--- src/rtl/flasher_pkg.sv ---
// Shared types and constants for the bound-flasher scheduler.
// Optional macro FLASHER_SCHED_FIXED_PRIO_EN is consumed by flasher_scheduler.
package flasher_pkg;

    localparam int unsigned LED_W = 16;

    typedef enum logic [1:0] {
        StIdle  = 2'd0,
        StStart = 2'd1,
        StRun   = 2'd2,
        StGap   = 2'd3
    } state_e;

    localparam logic ID_A = 1'b0;
    localparam logic ID_B = 1'b1;

    // Counter width for n states, never narrower than one bit.
    function automatic int unsigned clog2_min1(input int unsigned n);
        return (n > 1) ? $clog2(n) : 1;
    endfunction

endpackage

--- src/rtl/flasher_prescaler.sv ---
// Free-running step divider: one-cycle step_o every PRESCALE enabled clocks.
// clr_i restarts the count so the next step lands PRESCALE clocks later.
module flasher_prescaler
    import flasher_pkg::*;
#(
    parameter int unsigned PRESCALE = 4
) (
    input  logic clk_i,
    input  logic rst_ni,
    input  logic en_i,
    input  logic clr_i,
    output logic step_o
);

    localparam int unsigned CntW = clog2_min1(PRESCALE);
    localparam logic [CntW-1:0] CntMax = CntW'(PRESCALE - 1);

    logic [CntW-1:0] cnt_d, cnt_q;

    always_comb begin
        cnt_d  = cnt_q;
        step_o = 1'b0;
        if (clr_i || !en_i) begin
            cnt_d = '0;
        end else if (cnt_q == CntMax) begin
            cnt_d  = '0;
            step_o = 1'b1;
        end else begin
            cnt_d = cnt_q + 1'b1;
        end
    end

    always_ff @(posedge clk_i) begin
        if (!rst_ni) begin
            cnt_q <= '0;
        end else begin
            cnt_q <= cnt_d;
        end
    end

endmodule

--- src/rtl/flasher_scheduler.sv ---
// Two-requester job scheduler in front of the 16-LED bound flasher.
// Define FLASHER_SCHED_FIXED_PRIO_EN for strict A-over-B priority instead of round robin.
module flasher_scheduler
    import flasher_pkg::*;
#(
    parameter int unsigned PRESCALE      = 4,
    parameter int unsigned CNT_W         = 4,
    parameter int unsigned GAP_STEPS     = 2,
    parameter int unsigned START_TIMEOUT = 8
) (
    input  logic             clk,
    input  logic             rst_n,
    input  logic             req_a,
    input  logic             req_b,
    input  logic [CNT_W-1:0] runs_a,
    input  logic [CNT_W-1:0] runs_b,
    input  logic [LED_W-1:0] led,
    output logic             step_en,
    output logic             flick,
    output logic             gnt_a,
    output logic             gnt_b,
    output logic             busy,
    output logic             owner,
    output logic             done,
    output logic             err
);

    localparam int unsigned ToW  = clog2_min1(START_TIMEOUT + 1);
    localparam int unsigned GapW = clog2_min1(GAP_STEPS + 1);

    state_e           state_d, state_q;
    logic [CNT_W-1:0] run_cnt_d, run_cnt_q;
    logic [ToW-1:0]   to_cnt_d, to_cnt_q;
    logic [GapW-1:0]  gap_cnt_d, gap_cnt_q;
    logic             seen_nz_d, seen_nz_q;
    logic             owner_d, owner_q;
    logic             gnt_a_d, gnt_a_q;
    logic             gnt_b_d, gnt_b_q;
    logic             done_d, done_q;
    logic             err_d, err_q;
    logic             pick_b;
    logic [CNT_W-1:0] runs_sel;

    flasher_prescaler #(
        .PRESCALE (PRESCALE)
    ) u_prescaler (
        .clk_i  (clk),
        .rst_ni (rst_n),
        .en_i   (state_q != StIdle),
        .clr_i  (gnt_a_q | gnt_b_q),
        .step_o (step_en)
    );

`ifdef FLASHER_SCHED_FIXED_PRIO_EN
    assign pick_b = !req_a;
`else
    logic last_d, last_q;

    // On a tie, B wins only if A was the previous winner.
    assign pick_b = req_b && (!req_a || (last_q == ID_A));

    always_comb begin
        last_d = last_q;
        if ((state_q == StIdle) && (req_a || req_b)) begin
            last_d = pick_b ? ID_B : ID_A;
        end
    end

    always_ff @(posedge clk) begin
        if (!rst_n) begin
            last_q <= ID_B;
        end else begin
            last_q <= last_d;
        end
    end
`endif

    always_comb begin
        state_d   = state_q;
        run_cnt_d = run_cnt_q;
        to_cnt_d  = to_cnt_q;
        gap_cnt_d = gap_cnt_q;
        seen_nz_d = seen_nz_q;
        owner_d   = owner_q;
        gnt_a_d   = 1'b0;
        gnt_b_d   = 1'b0;
        done_d    = 1'b0;
        err_d     = 1'b0;
        runs_sel  = pick_b ? runs_b : runs_a;

        case (state_q)
            StIdle: begin
                if (req_a || req_b) begin
                    state_d   = StStart;
                    owner_d   = pick_b ? ID_B : ID_A;
                    gnt_a_d   = !pick_b;
                    gnt_b_d   = pick_b;
                    run_cnt_d = (runs_sel == '0) ? CNT_W'(1) : runs_sel;
                    to_cnt_d  = '0;
                    seen_nz_d = 1'b0;
                end
            end
            StStart: begin
                if (step_en) begin
                    if (led != '0) begin
                        state_d   = StRun;
                        seen_nz_d = 1'b1;
                    end else begin
                        to_cnt_d = to_cnt_q + 1'b1;
                        if (to_cnt_d == ToW'(START_TIMEOUT)) begin
                            state_d = StIdle;
                            err_d   = 1'b1;
                        end
                    end
                end
            end
            StRun: begin
                if (step_en) begin
                    if (led != '0) begin
                        seen_nz_d = 1'b1;
                    end else if (seen_nz_q) begin
                        seen_nz_d = 1'b0;
                        run_cnt_d = run_cnt_q - 1'b1;
                        if (run_cnt_d == '0) begin
                            state_d = StIdle;
                            done_d  = 1'b1;
                        end else if (GAP_STEPS == 0) begin
                            state_d  = StStart;
                            to_cnt_d = '0;
                        end else begin
                            state_d   = StGap;
                            gap_cnt_d = '0;
                        end
                    end
                end
            end
            StGap: begin
                if (step_en) begin
                    gap_cnt_d = gap_cnt_q + 1'b1;
                    if (gap_cnt_d == GapW'(GAP_STEPS)) begin
                        state_d  = StStart;
                        to_cnt_d = '0;
                    end
                end
            end
            default: state_d = StIdle;
        endcase
    end

    always_ff @(posedge clk) begin
        if (!rst_n) begin
            state_q   <= StIdle;
            run_cnt_q <= '0;
            to_cnt_q  <= '0;
            gap_cnt_q <= '0;
            seen_nz_q <= 1'b0;
            owner_q   <= ID_A;
            gnt_a_q   <= 1'b0;
            gnt_b_q   <= 1'b0;
            done_q    <= 1'b0;
            err_q     <= 1'b0;
        end else begin
            state_q   <= state_d;
            run_cnt_q <= run_cnt_d;
            to_cnt_q  <= to_cnt_d;
            gap_cnt_q <= gap_cnt_d;
            seen_nz_q <= seen_nz_d;
            owner_q   <= owner_d;
            gnt_a_q   <= gnt_a_d;
            gnt_b_q   <= gnt_b_d;
            done_q    <= done_d;
            err_q     <= err_d;
        end
    end

    assign flick = (state_q == StStart);
    assign busy  = (state_q != StIdle);
    assign owner = owner_q;
    assign gnt_a = gnt_a_q;
    assign gnt_b = gnt_b_q;
    assign done  = done_q;
    assign err   = err_q;

endmodule
--- config.mk ---
export PLATFORM = sky130hd
export DESIGN_NAME = flasher_scheduler
export DESIGN_NICKNAME = d
export VERILOG_FILES = /design/src/rtl/flasher_pkg.sv /design/src/rtl/flasher_prescaler.sv /design/src/rtl/flasher_scheduler.sv
export SDC_FILE = /design/constraint.sdc
export NUM_CORES = 1
export LEC_CHECK = 0
export ABC_AREA = 1
export CORE_UTILIZATION = 50
export CTS_BUF_LIST = sky130_fd_sc_hd__clkbuf_16
export DETAILED_ROUTE_END_ITERATION = 8
export DONT_BUFFER_PORTS = 1
export PLACE_DENSITY_LB_ADDON = 0.15
export SETUP_SLACK_MARGIN = 0.4
export SLEW_MARGIN = 10
export SYNTH_ARGS = -nofsm -noshare
export SYNTH_HDL_FRONTEND = slang
export SYNTH_SLANG_ARGS = --single-unit
--- constraint.sdc ---
create_clock -name clk -period 1.7 [get_ports clk]
set_input_delay 0.34 -clock clk [delete_from_list [all_inputs] [get_ports clk]]
set_output_delay 0.34 -clock clk [all_outputs]
set_load 0.005 [all_outputs]
==> results of run 1 <==
==> cells by family after synthesis <==
logic type | Yosys count | synth area share
adder cells (fa/ha/maj) | 11 | 0.09283
XOR/XNOR | 1 | 0.005908
AO/OA/AOI/OAI | 24 | 0.08101
AND/OR/NAND/NOR | 131 | 0.4540
flip-flops | 21 | 0.2835
buffers and inverters | 31 | 0.08270
==> Yosys cell counts <==
master,instances
sky130_fd_sc_hd__nor2_8,2
sky130_fd_sc_hd__ha_1,11
sky130_fd_sc_hd__nand2_4,2
sky130_fd_sc_hd__o21ai_0,7
sky130_fd_sc_hd__nor2_2,4
sky130_fd_sc_hd__xnor2_1,1
sky130_fd_sc_hd__clkinv_1,1
sky130_fd_sc_hd__o21ai_1,5
sky130_fd_sc_hd__inv_1,23
sky130_fd_sc_hd__nand4_1,4
sky130_fd_sc_hd__nand3_4,2
sky130_fd_sc_hd__nand3_2,1
sky130_fd_sc_hd__nand2_1,55
sky130_fd_sc_hd__nor4_1,1
sky130_fd_sc_hd__nor3_2,2
sky130_fd_sc_hd__nand2_2,6
sky130_fd_sc_hd__buf_4,1
sky130_fd_sc_hd__nor3_1,2
sky130_fd_sc_hd__nor2_4,4
sky130_fd_sc_hd__inv_2,4
sky130_fd_sc_hd__buf_2,2
sky130_fd_sc_hd__dfxtp_1,21
sky130_fd_sc_hd__nand3_1,11
sky130_fd_sc_hd__nor2_1,34
sky130_fd_sc_hd__a21oi_1,12
sky130_fd_sc_hd__nor3b_1,1
==> through the flow <==
step,hold slack [ns],utilization
floorplan,0.3983,-
global placement,0.4058,0.5560
detailed placement,0.4150,0.5560
CTS,0.1655,0.6109
global route,0.1705,0.6469
finish,0.1647,0.6469
==> report_power, final <==
| group | total (mW) | switching (mW) | internal [mW] |
|---|---|---|---|
| combinational | 2.08 | 1.23 | 0.846 |
| clock | 0.505 | 0.188 | 0.316 |
| sequential | 0.789 | 0.121 | 0.668 |
==> metal layers <==
metal  vias up  track usage  part of all wire
li1        717            -                 -
met1       608       0.2489              0.43
met2        24       0.3798              0.51
met3         9      0.03226             0.031
met4         0       0.1045             0.025
met5         -            0                 0
==> flip-flops by register name, indices dropped and copies added (netlist names) <==
signal	cells
done	1
err	1
gap_cnt_q	2
gnt_a	1
gnt_b	1
last_q	1
owner	1
run_cnt_q	4
seen_nz_q	1
state_q	2
to_cnt_q	4
u_prescaler.cnt_q	2
==> worst min-delay path by stage <==
stage	startpoint	slack (ns)	endpoint	depth (start not counted)
6_report	rst_n	0.16	last_q	1
5_1_grt	rst_n	0.17	last_q	1
4_1_cts	rst_n	0.17	last_q	1
3_5_place_dp	u_prescaler.cnt_q[0]	0.41	u_prescaler.cnt_q[0]	1
3_3_place_gp	u_prescaler.cnt_q[0]	0.41	u_prescaler.cnt_q[0]	1
2_1_floorplan	u_prescaler.cnt_q[0]	0.40	u_prescaler.cnt_q[0]	1
==> worst register-to-register path: stages (launching register included) <==
cell	delay [ns]
sky130_fd_sc_hd__dfxtp_4	0.37
sky130_fd_sc_hd__inv_4	0.05
sky130_fd_sc_hd__ha_4	0.17
sky130_fd_sc_hd__nor2_4	0.13
sky130_fd_sc_hd__nand3_4	0.13
sky130_fd_sc_hd__nand2_4	0.13
sky130_fd_sc_hd__nand2_2	0.08
sky130_fd_sc_hd__nor2_4	0.11
sky130_fd_sc_hd__nand2_2	0.07
sky130_fd_sc_hd__nor2_4	0.11
sky130_fd_sc_hd__nand2_1	0.06
sky130_fd_sc_hd__nand2_1	0.05
sky130_fd_sc_hd__nor2_1	0.03
==> layout by cell type (no fill, tap or decap), types with 4 or more instances in the layout <==
master                    instances
sky130_fd_sc_hd__o21ai_0          5
sky130_fd_sc_hd__inv_1           20
sky130_fd_sc_hd__dfxtp_1         15
sky130_fd_sc_hd__ha_1             9
sky130_fd_sc_hd__nor2_4           6
sky130_fd_sc_hd__nand2_2         12
sky130_fd_sc_hd__nand4_1          4
sky130_fd_sc_hd__dfxtp_2          4
sky130_fd_sc_hd__nand2_1         47
sky130_fd_sc_hd__buf_4            9
sky130_fd_sc_hd__nand2_4          4
sky130_fd_sc_hd__nor2_1          34
sky130_fd_sc_hd__a21oi_1          9
sky130_fd_sc_hd__o21ai_2          4
sky130_fd_sc_hd__nand3_1         11
==> area by class of cell <==
class	count	area, um^2
Sequential cell	21	432.9
Timing Repair Buffer	11	90.09
Tap cell	31	38.79
Multi-Input combinational cell	167	1040
Inverter	28	117.6
Fill cell	246	982.2
Clock buffer	3	75.07
Clock inverter	1	5.005
==> what timing repair did <==
item | in CTS | in global routing
setup buffers | 3 | 5
endpoints found under the setup margin | 17 | 19
resized for setup | 15 | 23
pin swaps | 4 | 14
==> metrics.md, run 1 <==
| Metric | Value |
|---|---|
| Headroom to the max-slew limit | 0.7699 |
| Nets | between 200 and 300 |
| Sequential element share of the synthesized area | 0.2835 |
| Via count of the routed design | 1358 |
| Crit. End Element | output port |
| Dpl hpwl | between 2000 and 2500 um |
| Critical Path Fanout Max | 4 |
| I/O pin count | 36 |
| Post-layout worst setup margin | 0.05148 ns |
| Sum of negative setup slack | 0 ns |
| Total chip power | 3.373 mW |
| Number of buffer and inverter instances along the worst setup path | 3 |
| GRT Total Usage | 0.2144 |
| Max capacitance violation total | 0 |
| Maximum number of pins on one net before global-route repair | 14 |
| Antenna violation net count after detailed routing | 0 |
| Root Driver | sky130_fd_sc_hd__clkbuf_16 |
| Max Clk Rate | 606.6 MHz |
| Yosys warns | 0 |
| Category of cells accounting for the largest share of critical-path delay | flip-flops |
| Result of the run | finished clean |
| Mean number of vias per cell | around 5.2 |
| Average wire length per cell after detail routing | 12.15 um |
| Combined area of all synthesized cells | around 1500 um^2 |
| Count of final hold-check violations | 0 |
| Antenna diode instance count | 0 |
| Slowest-stage cell, CP | sky130_fd_sc_hd__dfxtp_4 |
| Global-route wire length before repair | between 5000 and 6000 um |
| Fraction of layout cells with a size suffix above 1 | 0.3030 |
| Library cell with the largest summed area after synthesis | sky130_fd_sc_hd__dfxtp_1 |
| Htree depth | 1 |
| Worst-case clock buffer depth | 2 |
| P per Cell Area | 1875 nW/um^2 |
| Count of unresolved DRC violations after routing | 0 |
| Max-slew violation count | 0 |
| Layout Cells excl Fill | 262 |
| Post-Place Setup Slack | 0.1114 ns |
| Number of library cell types mapped by synthesis | 26 |
| Cells traversed along the worst timing path | inv_4 -> ha_4 -> nor2_4 -> nand3_4 -> buf_6 -> inv_4 |
| GR Overflow Total | 0 |
| End of the critical path | step_en |
| Clk sink count | 21 |
| Instance area after placement | 1546 um^2 |
| IO Port Bufs | 0 |
| Synth Register Bits | 21 |
| Latest clock arrival within the worst-skew pair | 0.26 ns |
| Max rail drop VDD | 1.103 mV |
| Number of placement rows | 19 |
| Maximum cell stage delay along the critical path | about 0.37 ns |
| Worst setup path start | state_q[0] |
| Hold bufs inserted after CTS | 0 |
| Worst clock skew | about 0.0028 ns |
| Number of antenna violations at the first check in global routing | 0 |
| DP Cell Count | 250 |
| Horizontal extent of the die | around 56 um |
| Cell count after synthesis | about 220 |
| Per-instance average area after synthesis | a little under 7 um^2 |
| Data required time of the worst path | 1.36 ns |
| Most repeated library cell on the critical path | sky130_fd_sc_hd__inv_4 |
| Final-report setup violation count | 0 |
| Placeable core region | 2781 um^2 |
| Cell count along the critical path | 6 |
| Unrepaired setup endpoints after global routing | true |
| Clk slew on worst S/H paths | 0.06 ns |
| Final period util | 0.9697 |
| Transition time at the pin with the least slew margin | ~0.35 ns |
| Post-layout instance area | roughly 1800 um^2 |
| Worst flop-to-flop path startpoint | state_q[0] |
| Path class of the lowest-slack min-delay path | in2reg |
| Category of the critical setup timing path | reg2out |
| Nets in the synthesized netlist | 258 |
| Starting utilization of the core area | 0.5331 |
| Total wire length after detailed routing | 3182 um |
| CP Data Arrival Time | 1.31 ns |
| Area grow syn2layout | 21.35% |
| Gp weighted congestion | 0.8142 |
| Min Clock Period, post-route | around 1.6 ns |
| Worst r2r path cells | 12 |
| Worst setup SP type | register |
| CTS tree | yes |
| Leakage power | 0.8081 nW |
| CTS buffer count | 3 |
| 1st-pass router iterations | 4 |
| Die outline height | between 50 and 60 um |
| End of the worst register-to-register path | state_q[1] |
| Starting DRT DRC Count | 43 |
| Floorplan die area | 3187 um^2 |
| Main area contributors after synthesis | sky130_fd_sc_hd__dfxtp_1, sky130_fd_sc_hd__nand2_1, sky130_fd_sc_hd__ha_1 |
| Post-synth top area share | 0.2835 |
| Vias in the first global route | 1307 |
| Worst-case register-to-register setup slack | 0.11 ns |
Note: power is estimated with default switching activity, not from simulation.
==> run 2, diff against run 1 <==
- CORE_UTILIZATION: 50 -> 56
- clock period: 1.7 -> 1.35 ns (I/O delays scaled with it)
==> run 2 against run 1 <==
Effect of this change:
- the run now ends with negative setup slack left
- routed wire length up 40%
- final area up 17%
- worst hold slack worse by 0.064 ns
- critical path depth up 6
- highest routed layer unchanged
==> metrics.md, run 2 (synthesis results as in run 1) <==
| Metric | Value |
|---|---|
| Antenna violation net count after detailed routing | 0 (unchanged) |
| Largest registers in the final layout | run_cnt_q: 4 flops, to_cnt_q: 4 flops (unchanged) |
| Via count of the routed design | 1592 (was 1358) |
| Starting utilization of the core area | 0.5931 (was 0.5331) |
| Dpl hpwl | 2638 um (was 2374 um) |
| GR Overflow Total | 0 (unchanged) |
| Global-route wire length before repair | 5775 um (was 5423 um) |
| Most frequent cells in the layout | sky130_fd_sc_hd__nand2_1, sky130_fd_sc_hd__buf_4, sky130_fd_sc_hd__nor2_1, sky130_fd_sc_hd__inv_1, sky130_fd_sc_hd__dfxtp_1 (was sky130_fd_sc_hd__nand2_1, sky130_fd_sc_hd__nor2_1, sky130_fd_sc_hd__inv_1, sky130_fd_sc_hd__dfxtp_1, sky130_fd_sc_hd__nand2_2) |
| Reg area | 426.7 um^2 (was 432.9 um^2) |
| Worst setup path start | state_q[0] (unchanged) |
| Crit. End Element | register (was output port) |
| Final period util | 1.209 |
| Number of antenna violations at the first check in global routing | 0 (unchanged) |
| Antenna diode instance count | 0 (unchanged) |
| Unrepaired setup endpoints after global routing | true (unchanged) |
| Clk sink count | 21 (unchanged) |
| Post-layout instance area | 2107 um^2 (was 1799 um^2) |
| Post-Place Setup Slack | -0.1663 ns (was 0.1114 ns) |
| IO Port Bufs | 0 (unchanged) |
| Count of final hold-check violations | 0 (unchanged) |
| Leakage power | 0.9571 nW (was 0.8081 nW) |
| Most common cell after layout, fill and taps aside | sky130_fd_sc_hd__nand2_1 (unchanged) |
| Vias in the first global route | 1384 (was 1307) |
| Max Clk Rate | 612.4 MHz |
| Sum of negative setup slack | -3.396 ns (was 0 ns) |
| Area grow syn2layout | 42.11% (was 21.35%) |
| Worst clock skew | 0.006854 ns (was 0.002808 ns) |
| Worst setup SP type | register (unchanged) |
| Total wire length after detailed routing | 4456 um (was 3182 um) |
| Post-layout worst setup margin | -0.2828 ns (was 0.05148 ns) |
| Multi-input gate area | 1139 um^2 (was 1040 um^2) |
| Fraction of layout cells with a size suffix above 1 | 0.4457 (was 0.3030) |
| Clk slew on worst S/H paths | 0.06 ns (about the same) |
| Filler cells | 137 (was 246) |
| Gp weighted congestion | 0.8681 (was 0.8142) |
| Count of unresolved DRC violations after routing | 0 (unchanged) |
| Worst flop-to-flop path startpoint | state_q[0] (unchanged) |
| Starting DRT DRC Count | 56 (was 43) |
| Path class of the lowest-slack min-delay path | in2reg (unchanged) |
| Floorplan die area | 2857 um^2 (was 3187 um^2) |
| I/O pin count | 36 (unchanged) |
| Mean number of vias per cell | 5.528 (was 5.183) |
| CP Data Arrival Time | 1.78 ns (was 1.31 ns) |
| Nets | 298 (was 271) |
| Worst-case clock buffer depth | 2 (unchanged) |
| Failing checks | negative setup slack |
| Max-slew violation count | 0 (unchanged) |
| Root Driver | sky130_fd_sc_hd__clkbuf_16 (unchanged) |
| Total chip power | 5.191 mW (was 3.373 mW) |
| Source of the worst hold timing path | rst_n (unchanged) |
| Horizontal extent of the die | 53.46 um (was 56.46 um) |
| Worst-case register-to-register setup slack | -0.28 ns (was 0.11 ns) |
| GRT Total Usage | 0.2803 (was 0.2144) |
| Headroom to the max-slew limit | 0.7165 (was 0.7699) |
| Min Clock Period, post-route | 1.633 ns |
| Die outline height | 53.46 um (was 56.46 um) |
| CTS buffer count | 3 (unchanged) |
| Max capacitance violation total | 0 (unchanged) |
| Latest clock arrival within the worst-skew pair | 0.26 ns (about the same) |
| CTS tree | yes (unchanged) |
| P per Cell Area | 2464 nW/um^2 (was 1875 nW/um^2) |
| Placeable core region | 2500 um^2 (was 2781 um^2) |
| Data required time of the worst path | 1.50 ns (was 1.36 ns) |
| Final-report setup violation count | 17 (was 0) |
| 1st-pass router iterations | 4 (unchanged) |
| Instance area after placement | 1718 um^2 (was 1546 um^2) |
| Result of the run | complete, but fails checks (was finished clean) |
| Worst r2r path cells | 12 (unchanged) |
| Number of placement rows | 18 (was 19) |
| Max rail drop VDD | 1.933 mV (was 1.103 mV) |
| Maximum number of pins on one net before global-route repair | 14 (unchanged) |
| Category of the critical setup timing path | reg2reg (was reg2out) |
| Average wire length per cell after detail routing | 15.47 um (was 12.15 um) |
| Htree depth | 1 (unchanged) |
| Worst hold path stage count | 1 (unchanged) |
| Critical Path Fanout Max | 4 (unchanged) |
| Transition time at the pin with the least slew margin | 0.4226 ns (was 0.3452 ns) |
run 2: timing repair:
item / in CTS / in global routing
pin swaps: 10 / 28
gates resized for setup: 25 / 39
buffers inserted: 9 / 3
endpoints found under the setup margin: 24 / 24
hold endpoints to repair: 0 / 0
hold buffers: 0 / 0
run 2: routing by layer:
layer,wire length [um],track usage
met1,1812,0.3276
met2,2341,0.5063
met3,210,0.05460
met4,91,0.07895
met5,0,0
run 2: path summary, 6_finish.rpt:
check,endpoint
worst min-delay path,last_q
worst max-delay path,state_q[1]
worst min register to register,u_prescaler.cnt_q[0]
worst max register to register,state_q[1]
run 2: worst max-delay path: stages (launching register included):
cell	delay, ns
sky130_fd_sc_hd__dfxtp_2	0.35
sky130_fd_sc_hd__inv_2	0.07
sky130_fd_sc_hd__ha_4	0.18
sky130_fd_sc_hd__nor2_4	0.12
sky130_fd_sc_hd__nand3_4	0.15
sky130_fd_sc_hd__nand2_4	0.14
sky130_fd_sc_hd__nand2_4	0.06
sky130_fd_sc_hd__nor2_4	0.11
sky130_fd_sc_hd__nand2_1	0.08
sky130_fd_sc_hd__nor2_2	0.12
sky130_fd_sc_hd__nand2_1	0.06
sky130_fd_sc_hd__nand2_1	0.05
sky130_fd_sc_hd__nor2_1	0.04
run 2: final cells by class:
cell class / instances / area share
sequential: 21 / 0.2025
tap: 30 / 0.01781
timing repair buffer: 38 / 0.1461
multi-input combinational: 167 / 0.5404
inverter: 28 / 0.05582
clock buffer: 3 / 0.03563
clock inverter: 1 / 0.001781
run 2: stage by stage:
stage	instances	util	hold WS [ns]
finish	288	0.8428	0.1004
global placement	272	0.6872	0.3604
global route	288	0.8428	0.1073
floorplan	219	-	0.3983
detailed placement	272	0.6872	0.3624
CTS	285	0.7803	0.1036
run 2: power breakdown:
group | internal [mW] | switching (mW)
sequential | 0.828 | 0.146
combinational | 1.61 | 1.96
clock | 0.396 | 0.250
==> run 3, diff against run 2 <==
- CORE_ASPECT_RATIO: default -> 0.7
==> run 3 against run 2 <==
Effect of this change:
- the run still ends with negative setup slack left
- cell count is 1.4% higher
- worst setup slack worse by 0.0030 ns
- critical path depth stayed put
==> metrics.md, run 3 (synthesis results as in run 1) <==
| Metric | Value |
|---|---|
| Result of the run | complete, but fails checks (unchanged) |
| Failing checks | negative setup slack (unchanged) |
| Instance area after placement | 1753 um^2 (was 1718 um^2) |
| Transition time at the pin with the least slew margin | 0.3509 ns (was 0.4226 ns) |
| Horizontal extent of the die | 63.50 um (was 53.46 um) |
| Placeable core region | 2477 um^2 (was 2500 um^2) |
| Max capacitance violation total | 0 (unchanged) |
| Most repeated library cell on the critical path | sky130_fd_sc_hd__nand2_1 (unchanged) |
| Clock share of power | 0.130 (was 0.124) |
| Leakage power | 0.9598 nW (was 0.9571 nW) |
| Number of antenna violations at the first check in global routing | 0 (unchanged) |
| Post-Place Setup Slack | -0.1600 ns (was -0.1663 ns) |
| Dpl hpwl | 2659 um (was 2638 um) |
| Multi-input gate area | 1095 um^2 (was 1139 um^2) |
| Filler cells | 139 (was 137) |
| Worst setup path start | state_q[1] (was state_q[0]) |
| CTS tree | yes (unchanged) |
| Cells traversed along the worst timing path | inv_4 -> ha_4 -> nor2_4 -> nand3_4 -> nand2_4 -> nand2_2 -> nor2_4 -> nand2_1 -> nor2_2 -> nand2_1 -> nand2_1 -> nor2_1 (was inv_2 -> ha_4 -> nor2_4 -> nand3_4 -> nand2_4 -> nand2_4 -> nor2_4 -> nand2_1 -> nor2_2 -> nand2_1 -> nand2_1 -> nor2_1) |
| Count of unresolved DRC violations after routing | 0 (unchanged) |
| Design internal power | 2.682 mW (was 2.833 mW) |
| Most frequent cells in the layout | sky130_fd_sc_hd__nand2_1, sky130_fd_sc_hd__nor2_1, sky130_fd_sc_hd__buf_4, sky130_fd_sc_hd__inv_1, sky130_fd_sc_hd__dfxtp_1 (was sky130_fd_sc_hd__nand2_1, sky130_fd_sc_hd__buf_4, sky130_fd_sc_hd__nor2_1, sky130_fd_sc_hd__inv_1, sky130_fd_sc_hd__dfxtp_1) |
| 1st-pass router iterations | 5 (was 4) |
| Gp weighted congestion | 0.8363 (was 0.8681) |
| Crit. End Element | register (unchanged) |
| Die outline height | 45.05 um (was 53.46 um) |
| Worst flop-to-flop path startpoint | state_q[1] (was state_q[0]) |
| Category of the critical setup timing path | reg2reg (unchanged) |
| Worst-case register-to-register setup slack | -0.29 ns (was -0.28 ns) |
| Antenna diode instance count | 0 (unchanged) |
| Portion of total power attributed to combinational logic | 0.667 (was 0.688) |
| Slowest-stage cell, CP | sky130_fd_sc_hd__dfxtp_4 (was sky130_fd_sc_hd__dfxtp_2) |
| P per Cell Area | 2336 nW/um^2 (was 2464 nW/um^2) |
| Min Clock Period, post-route | 1.636 ns (was 1.633 ns) |
| Max rail drop VDD | 1.614 mV (was 1.933 mV) |
| Worst-case clock buffer depth | 2 (unchanged) |
| CP Data Arrival Time | 1.78 ns (about the same) |
| Starting utilization of the core area | 0.5985 (was 0.5931) |
| Vias in the first global route | 1406 (was 1384) |
| Hold bufs inserted after CTS | 0 (unchanged) |
| Fraction of layout cells with a size suffix above 1 | 0.3876 (was 0.4457) |
| Path class of the lowest-slack min-delay path | in2reg (unchanged) |
| Antenna violation net count after detailed routing | 0 (unchanged) |
| Worst setup SP type | register (unchanged) |
| Average wire length per cell after detail routing | 14.83 um (was 15.47 um) |
| Final-report setup violation count | 19 (was 17) |
| Net Switching | 2.194 mW (was 2.358 mW) |
| Clk sink count | 21 (unchanged) |
| Worst clock skew | 0.001912 ns (was 0.006854 ns) |
| Reg area | 435.4 um^2 (was 426.7 um^2) |
| Via count of the routed design | 1587 (was 1592) |
| Mean number of vias per cell | 5.435 (was 5.528) |
| Area grow syn2layout | 40.76% (was 42.11%) |
| GR Overflow Total | 0 (unchanged) |
| Critical Path Fanout Max | 4 (unchanged) |
| Final period util | 1.212 (was 1.209) |
| Largest registers in the final layout | run_cnt_q: 4 flops, to_cnt_q: 4 flops (unchanged) |
| Max-slew violation count | 0 (unchanged) |
| Data required time of the worst path | 1.50 ns (about the same) |
| Total wire length after detailed routing | 4329 um (was 4456 um) |
| GRT Total Usage | 0.2868 (was 0.2803) |
| Post-layout worst setup margin | -0.2858 ns (was -0.2828 ns) |
| Floorplan die area | 2861 um^2 (was 2857 um^2) |
| Clk slew on worst S/H paths | 0.06 ns (about the same) |
| Switching portion of total power | 0.4500 (was 0.4543) |
| Headroom to the max-slew limit | 0.7647 (was 0.7165) |
| I/O pin count | 36 (unchanged) |
| Starting DRT DRC Count | 158 (was 56) |
| Sum of negative setup slack | -3.795 ns (was -3.396 ns) |
| Maximum cell stage delay along the critical path | 0.38 ns (was 0.35 ns) |
| IO Port Bufs | 0 (unchanged) |
| Post-layout instance area | 2087 um^2 (was 2107 um^2) |
| Count of final hold-check violations | 0 (unchanged) |
| Global-route wire length before repair | 6182 um (was 5775 um) |
| Unrepaired setup endpoints after global routing | true (unchanged) |
| Portion of total power attributed to sequential cells | 0.203 (was 0.188) |
| Maximum number of pins on one net before global-route repair | 13 (was 14) |
| Max Clk Rate | 611.3 MHz (was 612.4 MHz) |
| Htree depth | 1 (unchanged) |
| Most common cell after layout, fill and taps aside | sky130_fd_sc_hd__nand2_1 (unchanged) |
| Nets | 298 (unchanged) |
| CTS buffer count | 3 (unchanged) |
| Root Driver | sky130_fd_sc_hd__clkbuf_16 (unchanged) |
| Latest clock arrival within the worst-skew pair | 0.25 ns (was 0.26 ns) |
| Source of the worst hold timing path | rst_n (unchanged) |
| Number of placement rows | 15 (was 18) |
## run 3: changes by cell type in the layout (fill, tap and decap cells not counted), moves of 3 or more
cell	previous run	this run
sky130_fd_sc_hd__a21oi_1	6	10
sky130_fd_sc_hd__a21oi_2	5	2
sky130_fd_sc_hd__buf_4	32	29
sky130_fd_sc_hd__buf_6	6	9
sky130_fd_sc_hd__dfxtp_4	0	3
sky130_fd_sc_hd__nand2_1	44	49
sky130_fd_sc_hd__nand2_2	13	9
## run 3: cell type report
type                            instances  area share
Multi-Input combinational cell        167      0.5246
Sequential cell                        21      0.2086
Timing Repair Buffer                   38      0.1529
Inverter                               28     0.05516
Clock buffer                            3     0.03597
Tap cell                               34     0.02038
Clock inverter                          1    0.002398
## run 3: worst max-delay path: cells and delay by family (launching register included)
kind                     cells  cell delay [ns]
adder cells (fa/ha/maj)      1             0.17
buffers and inverters        1             0.05
flip-flops                   1             0.38
AND/OR/NAND/NOR             10             0.94
## run 3: power groups by stage
stage	Sequential (mW)	Clock [mW]	Combinational, mW
after floorplan	0.944	0	1.80
after global placement	0.942	0	2.51
after detailed placement	0.957	0	2.61
after CTS	0.952	0.632	2.89
after global routing	1.01	0.656	3.52
final	0.989	0.636	3.25
## run 3: routing by layer
layer  up-vias  wire (um)  track usage
met3         8        324      0.07576
met5         -          0            0
li1        771          -            -
met2        88       2206       0.5532
met1       720       1738       0.3235
met4         0         59      0.06364
## run 3: timing repair
action | CTS | global route
hold endpoints to repair | 0 | 0
pin swaps | 13 | 10
buffers inserted | 5 | 3
gates resized for setup | 23 | 30
endpoints found under the setup margin | 24 | 25
## run 3: stage by stage
step / cells / hold WS (ns) / utilization / power, mW
after floorplan: 219 / 0.3983 / - / 2.746
after global placement: 280 / 0.3589 / 0.7076 / 3.454
after detailed placement: 280 / 0.3599 / 0.7076 / 3.562
after CTS: 289 / 0.1004 / 0.7904 / 4.477
after global routing: 292 / 0.1022 / 0.8424 / 5.182
final: 292 / 0.1003 / 0.8424 / 4.876
## run 3: final timing paths
path	endpoint	depth (start not counted)
setup / recovery	state_q[1]	12
hold / removal	last_q	1
setup reg to reg	state_q[1]	12
hold reg to reg	u_prescaler.cnt_q[0]	1
